**src/rtl/fb_rect_fill.sv**
```systemverilog
// Rectangle-fill engine for the 256x192 framebuffer write port: accepts one
// fill command, clips it to the screen and emits one pixel write per clock in raster order.
module fb_rect_fill #(
    parameter int FB_WIDTH   = 256,
    parameter int FB_HEIGHT  = 192,
    parameter int ADDR_WIDTH = 16,
    parameter int WORD_SIZE  = 18
) (
    input  logic                  clk,
    input  logic                  rst_n,
    input  logic                  cmd_valid,
    output logic                  cmd_ready,
    input  logic [8:0]            cmd_x,
    input  logic [8:0]            cmd_y,
    input  logic [8:0]            cmd_w,
    input  logic [8:0]            cmd_h,
    input  logic [WORD_SIZE-1:0]  cmd_color,
    output logic                  write_en,
    output logic [ADDR_WIDTH-1:0] write_addr,
    output logic [WORD_SIZE-1:0]  write_data,
    output logic                  busy,
    output logic                  done
);

    typedef enum logic [1:0] {S_IDLE, S_CLIP, S_FILL, S_DONE} state_t;

    localparam logic [9:0] X_LIM = 10'(FB_WIDTH);
    localparam logic [9:0] Y_LIM = 10'(FB_HEIGHT);

    state_t                state_q;
    logic [8:0]            x_q, y_q, w_q, h_q;
    logic [WORD_SIZE-1:0]  color_q;
    logic [8:0]            cx_q, cy_q;
    logic [8:0]            cx_d, cy_d;
    logic                  ready_q, busy_q, done_q, we_q;
    logic [ADDR_WIDTH-1:0] addr_q;
    logic [WORD_SIZE-1:0]  data_q;

    logic [9:0] x_sum, y_sum, x_end, y_end;
    logic       empty, row_last, col_last;

    // 10-bit sums so a 9-bit edge plus a 9-bit extent never wraps before clipping.
    assign x_sum    = {1'b0, x_q} + {1'b0, w_q};
    assign y_sum    = {1'b0, y_q} + {1'b0, h_q};
    assign x_end    = (x_sum > X_LIM) ? X_LIM : x_sum;
    assign y_end    = (y_sum > Y_LIM) ? Y_LIM : y_sum;
    assign empty    = (w_q == 9'd0) || (h_q == 9'd0) ||
                      ({1'b0, x_q} >= X_LIM) || ({1'b0, y_q} >= Y_LIM);
    assign row_last = ({1'b0, cx_q} + 10'd1) >= x_end;
    assign col_last = ({1'b0, cy_q} + 10'd1) >= y_end;
    assign cx_d     = row_last ? x_q : cx_q + 9'd1;
    assign cy_d     = row_last ? cy_q + 9'd1 : cy_q;

    always_ff @(posedge clk or negedge rst_n) begin
        if (!rst_n) begin
            state_q <= S_IDLE;
            ready_q <= 1'b1;
            busy_q  <= 1'b0;
            done_q  <= 1'b0;
            we_q    <= 1'b0;
            addr_q  <= '0;
            data_q  <= '0;
            x_q     <= '0;
            y_q     <= '0;
            w_q     <= '0;
            h_q     <= '0;
            color_q <= '0;
            cx_q    <= '0;
            cy_q    <= '0;
        end else begin
            case (state_q)
                S_IDLE: begin
                    if (cmd_valid) begin
                        x_q     <= cmd_x;
                        y_q     <= cmd_y;
                        w_q     <= cmd_w;
                        h_q     <= cmd_h;
                        color_q <= cmd_color;
                        ready_q <= 1'b0;
                        busy_q  <= 1'b1;
                        state_q <= S_CLIP;
                    end
                end
                S_CLIP: begin
                    if (empty) begin
                        done_q  <= 1'b1;
                        state_q <= S_DONE;
                    end else begin
                        cx_q    <= x_q;
                        cy_q    <= y_q;
                        we_q    <= 1'b1;
                        addr_q  <= ADDR_WIDTH'({y_q[7:0], x_q[7:0]});
                        data_q  <= color_q;
                        state_q <= S_FILL;
                    end
                end
                S_FILL: begin
                    // cx_q/cy_q track the pixel being written this cycle.
                    if (row_last && col_last) begin
                        we_q    <= 1'b0;
                        done_q  <= 1'b1;
                        state_q <= S_DONE;
                    end else begin
                        cx_q   <= cx_d;
                        cy_q   <= cy_d;
                        addr_q <= ADDR_WIDTH'({cy_d[7:0], cx_d[7:0]});
                    end
                end
                S_DONE: begin
                    done_q  <= 1'b0;
                    busy_q  <= 1'b0;
                    ready_q <= 1'b1;
                    state_q <= S_IDLE;
                end
                default: state_q <= S_IDLE;
            endcase
        end
    end

    assign cmd_ready  = ready_q;
    assign busy       = busy_q;
    assign done       = done_q;
    assign write_en   = we_q;
    assign write_addr = addr_q;
    assign write_data = data_q;

endmodule

```
**config.mk**
```make
export PLATFORM = sky130hd
export DESIGN_NAME = fb_rect_fill
export DESIGN_NICKNAME = d
export VERILOG_FILES = /design/src/rtl/fb_rect_fill.sv
export SDC_FILE = /design/constraint.sdc
export NUM_CORES = 1
export LEC_CHECK = 0
export CORE_MARGIN = 2
export CORE_UTILIZATION = 50
export CTS_BUF_LIST = sky130_fd_sc_hd__clkbuf_8
export DETAILED_ROUTE_END_ITERATION = 8
export GPL_ROUTABILITY_DRIVEN = 0
export GPL_TIMING_DRIVEN = 0
export PLACE_DENSITY = 0.77
export SLEW_MARGIN = 20
export SYNTH_ARGS = -nofsm -noshare
export SYNTH_HDL_FRONTEND = slang
export SYNTH_SLANG_ARGS = --single-unit
```
**constraint.sdc**
```tcl
create_clock -name clk -period 4.05 [get_ports clk]
set_input_delay 0.405 -clock clk [delete_from_list [all_inputs] [get_ports clk]]
set_output_delay 0.405 -clock clk [all_outputs]
set_load 0.005 [all_outputs]
```
* Word level (Yosys, flattened, before mapping)
Index checks and enable logic that the tools add are counted.
** Operators by class
- Muxes and demuxes :: 27
- $lt $le $gt $ge :: 6
- Bitwise operators :: 1
- Eq/ne operators :: 9
- Add/subtract/negate cells :: 6
- Reduce and logical (&&, ||, !) cells :: 18
** Operators by type and width (number)
- two-way mux 9 bit :: 6
- case mux 9 bit (2 select lines) :: 2
- two-way mux 16 bit :: 2
- case mux 16 bit (2 select lines) :: 1
- adder 9 x 1 -> 10 bit (second input constant) :: 2
- adder 9 x 9 -> 10 bit :: 2
- greater-or-equal comparator 10 bit :: 2
- two-way mux 10 bit :: 2
- adder 9 x 1 -> 9 bit (second input constant) :: 2
- zero test 9 bit :: 2
- inequality test 2 bit (second input constant) :: 6
- > comparator 10 x 8 -> 1 bit (second input constant) :: 1
- > comparator 10 x 9 -> 1 bit (second input constant) :: 1
- greater-or-equal comparator 9 x 8 -> 1 bit (second input constant) :: 1
- greater-or-equal comparator 9 bit (second input constant) :: 1
- AND reduction 3 bit :: 3
- case mux 2 bit (4 select lines) :: 1
- AND reduction 2 bit :: 4
- two-way mux 1 bit :: 7
- case mux 1 bit (2 select lines) :: 3
- == test 2 bit (second input constant) :: 2
- two-way mux 2 bit :: 2
- AND reduction 4 bit :: 1
- nonzero test 2 bit :: 2
- other kinds (7) :: 9
** Word-level totals
- Output and inout bits :: 38
- Logic and storage cells :: 82
- Bits in registers :: 112
- Bits of input ports :: 57

* Longest topological paths before layout
- Depth after elaboration :: 7
- Depth in mapped cells :: 19
- Depth with buffers taken out :: 18

* Worst setup path before layout
No wires, ideal clock.
- Path type :: register -> register
- From :: reg x_q[0]
- To :: reg cx_q[6]
- Arrival :: 3990 ps
- Path buffers :: 1
- Slack :: -17 ps
- Clock period less this slack :: 4067 ps
- Stages on the path, launching flop included :: 20
- Data required time :: 3974 ps
- Setup time :: 76 ps
- Path through :: dfrtp_1 ha_1 inv_1 fa_1 nor2b_1 o21a_1 o21ai_1 a21oi_1 or3_1 a311oi_4 nand3_1 ha_1 a21oi_1 a211oi_1 a2111o_1 or3_1 buf_2 nor3b_1 a21oi_1 o21ai_1
** On the way
- Word-level cells in the longest chain between the ends :: 7
- Elaborated cells between the ends (all ways) :: 14
- Those cells by class :: 1 x add/sub; 3 x order compare; 2 x eq/ne; 4 x mux; 4 x reduce/logical
** RTL lines
- start, declared :: RTL line 31 : logic [8:0] x_q, y_q, w_q, h_q;
- start signal, assigned :: RTL line 74 : x_q <= cmd_x;
- adder 9 x 9 -> 10 bit :: RTL line 43 : assign x_sum = {1'b0, x_q} + {1'b0, w_q};
- > comparator 10 x 9 -> 1 bit :: RTL line 45 : assign x_end = (x_sum > X_LIM) ? X_LIM : x_sum;
- two-way mux 10 bit :: RTL line 45
- greater-or-equal comparator 10 bit :: RTL line 49 : assign row_last = ({1'b0, cx_q} + 10'd1) >= x_end;
- two-way mux 9 bit or logical AND 1 bit (tied branches) :: RTL line 51, 99
- two-way mux 9 bit or inequality test 2 bit (tied branches)
- case mux 9 bit (2 select lines) or AND reduction 3 bit (tied branches)
- end signal, assigned :: RTL line 89 : cx_q <= x_q;
- end, declared :: RTL line 33 : logic [8:0] cx_q, cy_q;
Several ways; a longest one is shown, not always the timed one. The select of a mux whose other input is x is not followed.
A chain may end at the register's enable or synchronous reset.

* Final worst setup path
- From :: reg w_q[0]
- To :: reg cy_q[1]
** On the way
- Word-level cells in the longest chain between the ends :: 7
- Elaborated cells between the ends (all ways) :: 15
- Those cells by class :: 1 x add/sub; 2 x order compare; 2 x eq/ne; 4 x mux; 6 x reduce/logical
** RTL lines
- start, declared :: RTL line 31
- start signal, assigned :: RTL line 76 : w_q <= cmd_w;
- adder 9 x 9 -> 10 bit :: RTL line 43
- > comparator 10 x 9 -> 1 bit :: RTL line 45
- two-way mux 10 bit :: RTL line 45
- greater-or-equal comparator 10 bit :: RTL line 49
- two-way mux 9 bit or logical AND 1 bit (tied branches) :: RTL line 52, 99
- two-way mux 9 bit or inequality test 2 bit (tied branches)
- case mux 9 bit (2 select lines) or AND reduction 3 bit (tied branches)
- end signal, assigned :: RTL line 90 : cy_q <= y_q;
- end signal, assigned :: RTL line 105 : cy_q <= cy_d;
- end, declared :: RTL line 33
Several ways; a longest one is shown, not always the timed one. The select of a mux whose other input is x is not followed.

==> flow_summary.ini <==
[run_status]
status = finished, violations left
violations = setup timing

[synth]
syn_avg_cell_area_um2 = 10.6
synthMuxAreaShare_pct = 15.2
synth.lib_cells_used.distinct = 53
synth-simple-area-share_pct = 12.4
synth_top_area_share_pct = 41.8
syn_inst = 534
synth_compound_area_share_pct = 11.8
synth.most_common_cell = dfrtp_1
synth_xor_xnor_area_share_pct = 3.08
ys_ff_latch = 96
synth_area_leaders = dfrtp_1 42%, mux2_2 14%, ha_1 9.9%, nor2_1 2.6%, buf_4 2.1%
yosys.area.top_type = dfrtp_1
synth_top_family_by_area = multiplexers
synth_fa_ha_area_share_pct = 10.6
synth-edff-count = 0
synth_commonest_cells = 95 x dfrtp_1, 73 x mux2_2, 45 x ha_1
synth-seq-area-share_pct = 42.3
postSynth.asyncResetShare_pct = 100
syn_area_um2 = 5680
synthFlopType = dfrtp_1
yosysWarnings = 0

[critical_path]
cp.required_ps = 4270
crit_type = flop to flop
arrival_ps = 4530
cpPeakStageDelay_ps = 450
critPathSlowestCell = dfrtp_1
worstReg2RegEnd = cy_q[1]
r2r_cells = 20
end_kind = flop
path_max_fanout = 4
crit_buf_inv = 4
r2r_slack_ps = -250
crit_path_start_kind = flop
critPathTopFamily = compound AO/OA/AOI/OAI gates
timing.rr.start = w_q[0]
cp_common_cell = buf_4
crit_chain = ha_4 > buf_4 > a211oi_2 > nor2_1 > o21a_1 > a311oi_2 > nand4_1 > a311oi_4 > buf_4 > nand3b_1 > ha_4 > a21oi_2 > a211oi_2 > a2111o_1 > buf_4 > o21ai_4 > buf_6 > nor2_2 > o21ai_2 > a222oi_1

[die]
start_util_pct = 51.7
core_um2 = 11000
die_height_um = 111
io_pins = 95
die_w_um = 111
row_count = 38
die_area_um2 = 12200

[global_routing]
grt_pass1_wl_um = 22500
antenna_found_initial = 0
grtUsageTotal_pct = 22.4
grt_overflow = 0
grt_start_max_net_pins = 51
grt_pass1_vias = 4661

[drt]
dr_total_vias = 4585
ant_nets = 0
dr.first_iter.drc_count = 228
wl_per_cell_um = 17.3
viasPerCell = 5.65
drcViolationCount = 0
first_pass_iters = 4
wl_um = 14000

[cts]
cts_buffers = 9
clockBufferDepth = 2
cts.htree.levels = 3
clkSlewWorstSetupHoldPaths_ps = 100
clock_sinks = 96
worstSkewPairLatency_ps = 380
cts-root-buf = clkbuf_8
tritoncts = built

[timing]
hold_viol = 0
skew_ps = 15.2
relSlewSlack_pct = 58.1
layout_setup_ws_ps = -254
fin_crit_ps = 4300
drv_slew = 0
rsz0062_at_grt = yes
setup_viol = 17
worst_slew_pin_slew_ps = 624
max_freq_mhz = 232
post-route-period-util_pct = 106
setup_tns_ps = -3130

[finish]
fill_cells = 824
areaGrowthSynthToFinish_pct = 34.2
drive_gt1_share_pct = 27.9
design_area_um2 = 7620
n_antenna_cell = 0
fin_nets = 770

[placed_design]
placed_cell_area_um2 = 6840
hpwl_um = 9830
portBuffers = 94

[pwr]
p_per_area_nw_per_um2 = 1030
irDropWorstVdd_v = 0.000407
leakagePower_nw = 3.28
p_total_mw = 7.88

[run]
cap_violations = 0

[hold_path]
min_path_type = primary input to async pin
==> cells by family after synthesis <==
logic type | count (synthesis)
buffers and inverters | 53
adders and majority gates | 47
AOI/OAI and AO/OA | 101
and+or+nand+nor | 139
DFF | 96
muxes | 77
other | 1
xor gates and xnor gates | 20
==> stage by stage <==
stage	utilization, %	worst slack (ps)	instances	hold WS [ps]
after floorplan	-	3.83	536	109
after global placement	62.0	-831	770	483
after detailed placement	62.3	-750	771	363
after CTS	66.9	-65.6	800	510
after global routing	69.4	-361	811	530
final	69.4	-254	811	506
==> layer usage <==
layer	routed length [um]	GRT usage (%)
met1	5820	28.6
met2	6770	36.6
met3	1160	6.92
met4	246	6.67
met5	0	0
==> worst max-delay path by stage <==
stage,cells after the start,end,slack (ps),start
after global placement,1,cy_q[3],-830,rst_n
final,20,cy_q[1],-250,w_q[0]
after floorplan,19,cx_q[4],4,x_q[0]
after detailed placement,17,cx_q[2],-750,x_q[0]
after global routing,21,cy_q[1],-360,w_q[1]
after CTS,19,cx_q[0],-70,w_q[1]
==> registers in the layout (all words and copies together) (netlist names) <==
signal      count
write_en        1
done            1
cx_q            9
busy            1
y_q             9
color_q        18
cmd_ready       1
h_q             9
cy_q            9
x_q             9
w_q             9
write_data     18
state_q         2
==> worst register-to-register path, delay by kind of cell (launching register included) <==
kind	cells	cell delay, ps
buf+inv	4	640
compound gates	10	2240
simple gates	4	460
flops	1	450
fa+ha+maj	2	390
==> what timing repair did <==
item                       in CTS  in global routing
pin swaps                      16                 16
gates resized for setup        40                 37
hold endpoints to repair       45                  0
hold buffers                    1                  0
buffers inserted               11                 11
cloned                          1                  0
setup endpoints to repair      22                 22
==> cells in the final DEF (no fill, tap or decap), types with 3 or more instances in the layout <==
master,synthesis,routed
dfrtp_1,95,95
clkdlybuf4s50_1,0,93
mux2_2,73,72
nor2_1,39,38
ha_1,45,36
buf_4,16,36
inv_1,24,23
nand2_1,22,20
a21oi_1,21,15
o21ai_0,23,15
nand3_1,14,12
and3_1,11,11
xnor2_1,10,10
xor2_1,10,10
o21ai_1,8,10
clkbuf_1,12,10
clkbuf_8,0,10
nor3_1,13,9
ha_4,0,9
nand4_1,8,8
o21a_1,8,7
a31oi_1,6,6
a21oi_2,0,6
nand2b_1,6,5
mux2i_1,4,4
o21ai_2,0,4
a211oi_2,1,4
a211oi_1,8,4
nor3b_2,0,4
nor2b_1,3,3
or4_1,3,3
o22ai_1,3,3
nor4_1,3,3
or3_1,4,3
a41oi_1,3,3
nor3_4,0,3
conb_1,1,3
buf_6,0,3
==> power by group <==
part	internal, mW	leakage [nW]	total, mW	switching, mW
combinational	2.71	2.03	5.24	2.53
sequential	1.45	1.13	1.94	0.489
clock	0.350	0.115	0.701	0.351
==> layout make-up <==
type / instances / area, um2 / area share [%]
sequential: 96 / 2400 / 31.5
multi-input combinational: 387 / 3350 / 44.0
clock buffer: 9 / 124 / 1.62
tap: 140 / 175 / 2.30
inverter: 24 / 90.1 / 1.18
buffer: 29 / 201 / 2.64
timing repair buffer: 119 / 1180 / 15.5
clock inverter: 7 / 95.1 / 1.25
Note: power is estimated with default switching activity, not from simulation.
==> patch 1: new RTL, same settings <==
Change the parameter `ADDR_WIDTH` from 16 to 15.
--- a/src/rtl/fb_rect_fill.sv
+++ b/src/rtl/fb_rect_fill.sv
@@ -5,3 +5,3 @@
     parameter int FB_HEIGHT  = 192,
-    parameter int ADDR_WIDTH = 16,
+    parameter int ADDR_WIDTH = 15,
     parameter int WORD_SIZE  = 18
Interface: changed (resized write_addr); port bits go from 95 to 94. The function was not compared with the original's and may differ.
==> patch 1 against the original RTL <==
  * The flow still finishes with violations (negative setup slack)
  * Area after synthesis up 0.57%
  * Sequential cell count is the same
  * Design area increased by 0.53%
  * Wire length up 4.2%
  * Worst setup slack worse by 0.020 ns
  * Global-route usage is 1.4 points higher
  * Highest routed layer unchanged
Power is not shown: default switching activity piles up to over one toggle a cycle in this logic, so the estimate is an artifact.
==> patch 1: results (changes against the original RTL) <==
INFO  detailed_routing drt-pass1-iter-count=5 [was 4]
INFO  synthesis      yosys.cell_types.count=60 [was 53]
INFO  grt            grt_pass1_wl=23.8mm [was 22.5 mm]
INFO  timing         timing.clock.skew=0.0109ns [was 0.0152 ns]
INFO  synthesis      yosysSeqAreaShare=0.421 [was 0.423]
INFO  clock_network  number_of_cts_inserted_buffers=9 [unchanged]
INFO  cells_and_area layout.nets=789 [was 770]
INFO  cells_and_area share_of_cells_above_drive_strength_1=0.265 [was 0.279]
INFO  timing         setup-tns-final=-3.43ns [was -3.13 ns]
INFO  synthesis      synth-warning-count=0 [unchanged]
INFO  grt            antenna_found_initial=0 [unchanged]
INFO  detailed_routing avgViaCountPerCell=5.70 [was 5.65]
INFO  placement      hpwl=10.4mm [was 9.83 mm]
INFO  grt            grt_start_max_net_pins=72 [was 51]
INFO  setup_path     worst_path_largest_cell_delay=0.42ns [was 0.45 ns]
INFO  setup_path     timing.critical_path.arrival=4.58ns [was 4.53 ns]
INFO  detailed_routing total_wire_length_after_detailed_routing=14.6mm [was 14.0 mm]
INFO  grt            grt.met2_usage=0.400 [was 0.366]
INFO  grt            grt_util_met3=0.0662 [was 0.0692]
INFO  setup_path     worstReg2RegStart=h_q[0]$_DFFE_PN0P_ [was w_q[0]$_DFFE_PN0P_]
INFO  run_status     outcome=complete, but fails checks [unchanged]
INFO  min_path       hold_path_class=primary input to async pin [unchanged]
INFO  timing         timing.final.setup_violations=21 [was 17]
INFO  synthesis      ys_top_cells_by_area=dfrtp_1, mux2_2, ha_1 [unchanged]
INFO  setup_path     ff2ff_path_depth=19 [was 20]
INFO  grt            grt_pass1_vias=4987 [was 4661]
INFO  setup_path     timing.critical_path.fanout_max=4 [unchanged]
INFO  grt            met1_usage=0.289 [was 0.286]
INFO  timing         maxSlewHeadroom=0.525 [was 0.581]
INFO  clock_network  cts-htree-levels=3 [unchanged]
INFO  synthesis      synth.cells.most_frequent=dfrtp_1, nand2_1, mux2_2, ha_1, nor2_1 [was dfrtp_1, mux2_2, ha_1, nor2_1, inv_1]
INFO  detailed_routing first_iter_violations=281 [was 228]
INFO  run_status     failed_checks=negative setup slack [unchanged]
INFO  setup_path     worstSetupEndpoint=state_q[1]$_DFFE_PN0P_ [was cy_q[1]$_DFFE_PN0P_]
INFO  timing         fin_ws=-0.275ns [was -0.254 ns]
INFO  grt            grt.total_usage=0.238 [was 0.224]
-- patch 1: cell types whose count changed after synthesis, sizes merged, moves of 4 or more --
cell,before,now
o21ai,31,16
nor3,14,7
o31ai,0,9
nand2,22,71
nor3b,5,0
mux2,73,55
o21a,8,4
nor2,39,29
mux2i,4,11
a31oi,6,2
-- patch 1: cell families (layout without fill, tap and decap cells) --
| group | after synthesis | count (layout) | share of synthesized area |
|---|---|---|---|
| and+or+nand+nor | 167 | 167 | 0.141 |
| AOI/OAI and AO/OA | 99 | 99 | 0.125 |
| DFF | 96 | 96 | 0.421 |
| muxes | 66 | 66 | 0.128 |
| buffers and inverters | 55 | 191 | 0.0471 |
| adders and majority gates | 47 | 47 | 0.106 |
| xor gates and xnor gates | 21 | 21 | 0.0322 |
| other | 1 | 3 | 0.000656 |
-- patch 1: metrics by stage --
| step | setup slack (ns) | util | area, µm² | instances | hold slack, ns |
|---|---|---|---|---|---|
| after floorplan | 0.00491 | - | 5730 | 554 | 0.109 |
| after global placement | -0.885 | 0.607 | 6840 | 790 | 0.442 |
| after detailed placement | -0.677 | 0.609 | 6870 | 791 | 0.287 |
| after CTS | -0.291 | 0.654 | 7370 | 826 | 0.459 |
| after global routing | -0.327 | 0.680 | 7660 | 833 | 0.466 |
| final | -0.275 | 0.680 | 7660 | 833 | 0.467 |
-- patch 1: layout make-up --
| class | instances | area [µm²] |
|---|---|---|
| Buffer | 31 | 194 |
| Clock buffer | 9 | 124 |
| Timing Repair Buffer | 120 | 1180 |
| Multi-Input combinational cell | 403 | 3430 |
| Fill cell | 843 | 3610 |
| Inverter | 24 | 90.1 |
| Sequential cell | 96 | 2400 |
| Clock inverter | 7 | 53.8 |
| Tap cell | 143 | 179 |
-- patch 1: routing by layer --
metal  wire length, µm  up-vias
met2              7090      168
met1              5980     2311
met3              1100       38
li1                  -     2233
met4               408        0
met5                 0        -
-- patch 1: how the worst min path moves through the flow --
stage	startpoint	to
after CTS	rst_n	w_q[5]$_DFFE_PN0P_
after global placement	color_q[6]$_DFFE_PN0P_	write_data[6]$_DFFE_PN0P_
after floorplan	rst_n	busy$_DFFE_PN0P_
after global routing	rst_n	w_q[5]$_DFFE_PN0P_
final	rst_n	w_q[5]$_DFFE_PN0P_
after detailed placement	rst_n	write_data[3]$_DFFE_PN0P_
-- patch 1: timing repair --
item                                    CTS  global route
endpoints found under the setup margin   22            22
buffers inserted                         17             7
endpoints found under the hold margin    25             0
pin swaps                                22            31
gates resized for setup                  44            44
hold buffers                              1             0
cloned                                    1             0
==> patch 2: new RTL, same settings <==
Made on the original files. Encoding of `state_t`: now one-hot (4 bits for 4 states).
--- a/src/rtl/fb_rect_fill.sv
+++ b/src/rtl/fb_rect_fill.sv
@@ -24,3 +24,3 @@
 
-    typedef enum logic [1:0] {S_IDLE, S_CLIP, S_FILL, S_DONE} state_t;
+    typedef enum logic [3:0] {S_IDLE = 4'b0001, S_CLIP = 4'b0010, S_FILL = 4'b0100, S_DONE = 4'b1000} state_t;
 
Behaviour: same outputs for any inputs over 4 cycles, from zero or initial values and one cycle with rst_n low; so few cycles prove little.
==> patch 2 against the original RTL <==
  * The flow still finishes with violations (negative setup slack)
  * Sequential power fell by 4%
  * Wire length up 6.7%
  * Area after synthesis up 1.4%
  * Worst setup slack improved by 0.13 ns
  * Sequential cell count increased by 2
  * Design area rose by 1.3%
  * Core utilization decreased by 1.2 points
  * Die area increased by 1.4%
  * Power is 11% lower
==> patch 2: results (changes against the original RTL) <==
INFO  run_status     outcome=complete, but fails checks [unchanged]
INFO  run_status     failed_checks=negative setup slack [unchanged]
INFO  synthesis      synth.cells.most_frequent=dfrtp_1, nand2_1, mux2_2, ha_1, nor2_1 [was dfrtp_1, mux2_2, ha_1, nor2_1, inv_1]
INFO  detailed_routing wl_met3=1.11mm [was 1.16 mm]
INFO  detailed_routing drt-pass1-iter-count=5 [was 4]
INFO  setup_path     worstReg2RegStart=y_q[0]$_DFFE_PN0P_ [was w_q[0]$_DFFE_PN0P_]
INFO  grt            grt_pass1_wl=22.9mm [was 22.5 mm]
INFO  setup_path     timing.critical_path.fanout_max=6 [was 4]
INFO  grt            grt.total_usage=0.231 [was 0.224]
INFO  setup_path     cpMaxStageDelayCell=or4b_4 [was dfrtp_1]
INFO  timing         timing.clock.skew=0.00732ns [was 0.0152 ns]
INFO  synthesis      yosysSeqAreaShare=0.426 [was 0.423]
INFO  cells_and_area instances_no_fill=849 [was 811]
INFO  timing         timing.final.setup_violations=15 [was 17]
INFO  detailed_routing avgViaCountPerCell=5.62 [was 5.65]
INFO  grt            grt.met2_usage=0.362 [was 0.366]
INFO  setup_path     crit-reg2reg-capture=cx_q[1]$_DFFE_PN0P_ [was cy_q[1]$_DFFE_PN0P_]
INFO  timing         fin_ws=-0.122ns [was -0.254 ns]
INFO  setup_path     ff2ff_path_depth=19 [was 20]
INFO  synthesis      yosys.cell_types.count=61 [was 53]
INFO  min_path       hold_path_class=flip-flop to flip-flop [was primary input to async pin]
INFO  grt            grt_pass1_vias=4740 [was 4661]
INFO  synthesis      ys_top_cells_by_area=dfrtp_1, mux2_2, ha_1 [unchanged]
INFO  timing         maxSlewHeadroom=0.0961 [was 0.581]
INFO  grt            met1_usage=0.308 [was 0.286]
INFO  grt            grt_util_met3=0.0670 [was 0.0692]
INFO  placement      hpwl=10.0mm [was 9.83 mm]
INFO  synthesis      gate_count_post_synth=568 [was 534]
INFO  detailed_routing routedLengthMet1=6.29mm [was 5.82 mm]
INFO  setup_path     timing.critical_path.arrival=4.43ns [was 4.53 ns]
INFO  detailed_routing detail_route_met2_wl=7.08mm [was 6.77 mm]
INFO  cells_and_area share_of_cells_above_drive_strength_1=0.265 [was 0.279]
INFO  detailed_routing first_iter_violations=213 [was 228]
INFO  power          lkg_pwr=3.32nW [was 3.28 nW]
## patch 2: changes by cell type after synthesis, sizes merged, moves of 6 or more
cell / delta
mux2: -23
nor2: -7
nand2: +62
xnor2: +6
buf: +6
a21o: +7
## patch 2: per-stage QoR
stage               total power [W]  area [µm²]  setup WS [ns]  hold slack (ns)
floorplan                   0.00417        5770          0.114            0.109
global placement            0.00501        6890         -0.957            0.444
global route                0.00751        7720         -0.271            0.497
CTS                         0.00612        7320        -0.0112            0.477
finish                      0.00699        7720         -0.122            0.471
detailed placement          0.00516        6920         -0.286            0.374
## patch 2: logic make-up after synthesis
| group | Yosys count | synth area share |
|---|---|---|
| DFF | 98 | 0.426 |
| buffers and inverters | 52 | 0.0506 |
| AOI/OAI and AO/OA | 102 | 0.121 |
| adders and majority gates | 42 | 0.0938 |
| other | 1 | 0.000651 |
| xor gates and xnor gates | 23 | 0.0350 |
| and+or+nand+nor | 191 | 0.160 |
| muxes | 59 | 0.113 |
## patch 2: worst max-delay path by stage
| stage | startpoint | to | slack, ns | depth (start not counted) |
|---|---|---|---|---|
| CTS | h_q[0]$_DFFE_PN0P_ | cy_q[5]$_DFFE_PN0P_ | -0.01 | 19 |
| detailed placement | y_q[0]$_DFFE_PN0P_ | cy_q[5]$_DFFE_PN0P_ | -0.29 | 19 |
| global route | h_q[0]$_DFFE_PN0P_ | cx_q[1]$_DFFE_PN0P_ | -0.27 | 19 |
| floorplan | y_q[0]$_DFFE_PN0P_ | cy_q[4]$_DFFE_PN0P_ | 0.11 | 19 |
| global placement | rst_n | color_q[16]$_DFFE_PN0P_ | -0.96 | 1 |
| finish | y_q[0]$_DFFE_PN0P_ | cx_q[1]$_DFFE_PN0P_ | -0.12 | 19 |
## patch 2: critical path: cells and delay by family (launching register included)
family / cells / cell delay (ns)
simple gates: 7 / 1.46
fa+ha+maj: 3 / 0.71
compound gates: 7 / 1.20
flops: 1 / 0.41
buf+inv: 2 / 0.27
## patch 2: what timing repair did
item,in CTS,in global routing
hold endpoints to repair,47,0
setup endpoints to repair,22,22
hold buffers,1,0
pin swaps,9,36
setup buffers,11,14
gates cloned,0,2
gates resized for setup,17,64
## patch 2: power groups by stage
stage,Sequential [W],Combinational (W),Clock [W]
2_1_floorplan,0.00174,0.00244,0
3_3_place_gp,0.00186,0.00315,0
3_5_place_dp,0.00187,0.00329,0
4_1_cts,0.00185,0.00356,0.000705
5_1_grt,0.00193,0.00482,0.000762
6_report,0.00187,0.00443,0.000691
## patch 2: final cells by class
type | count | area (µm²)
plain buffers | 31 | 216
clock buffers | 12 | 165
clock inverters | 4 | 57.6
fillers | 840 | 3600
inverters | 19 | 71.3
multi-input cells | 421 | 3390
flip-flops and latches | 98 | 2450
well taps | 143 | 179
repair buffers | 121 | 1180
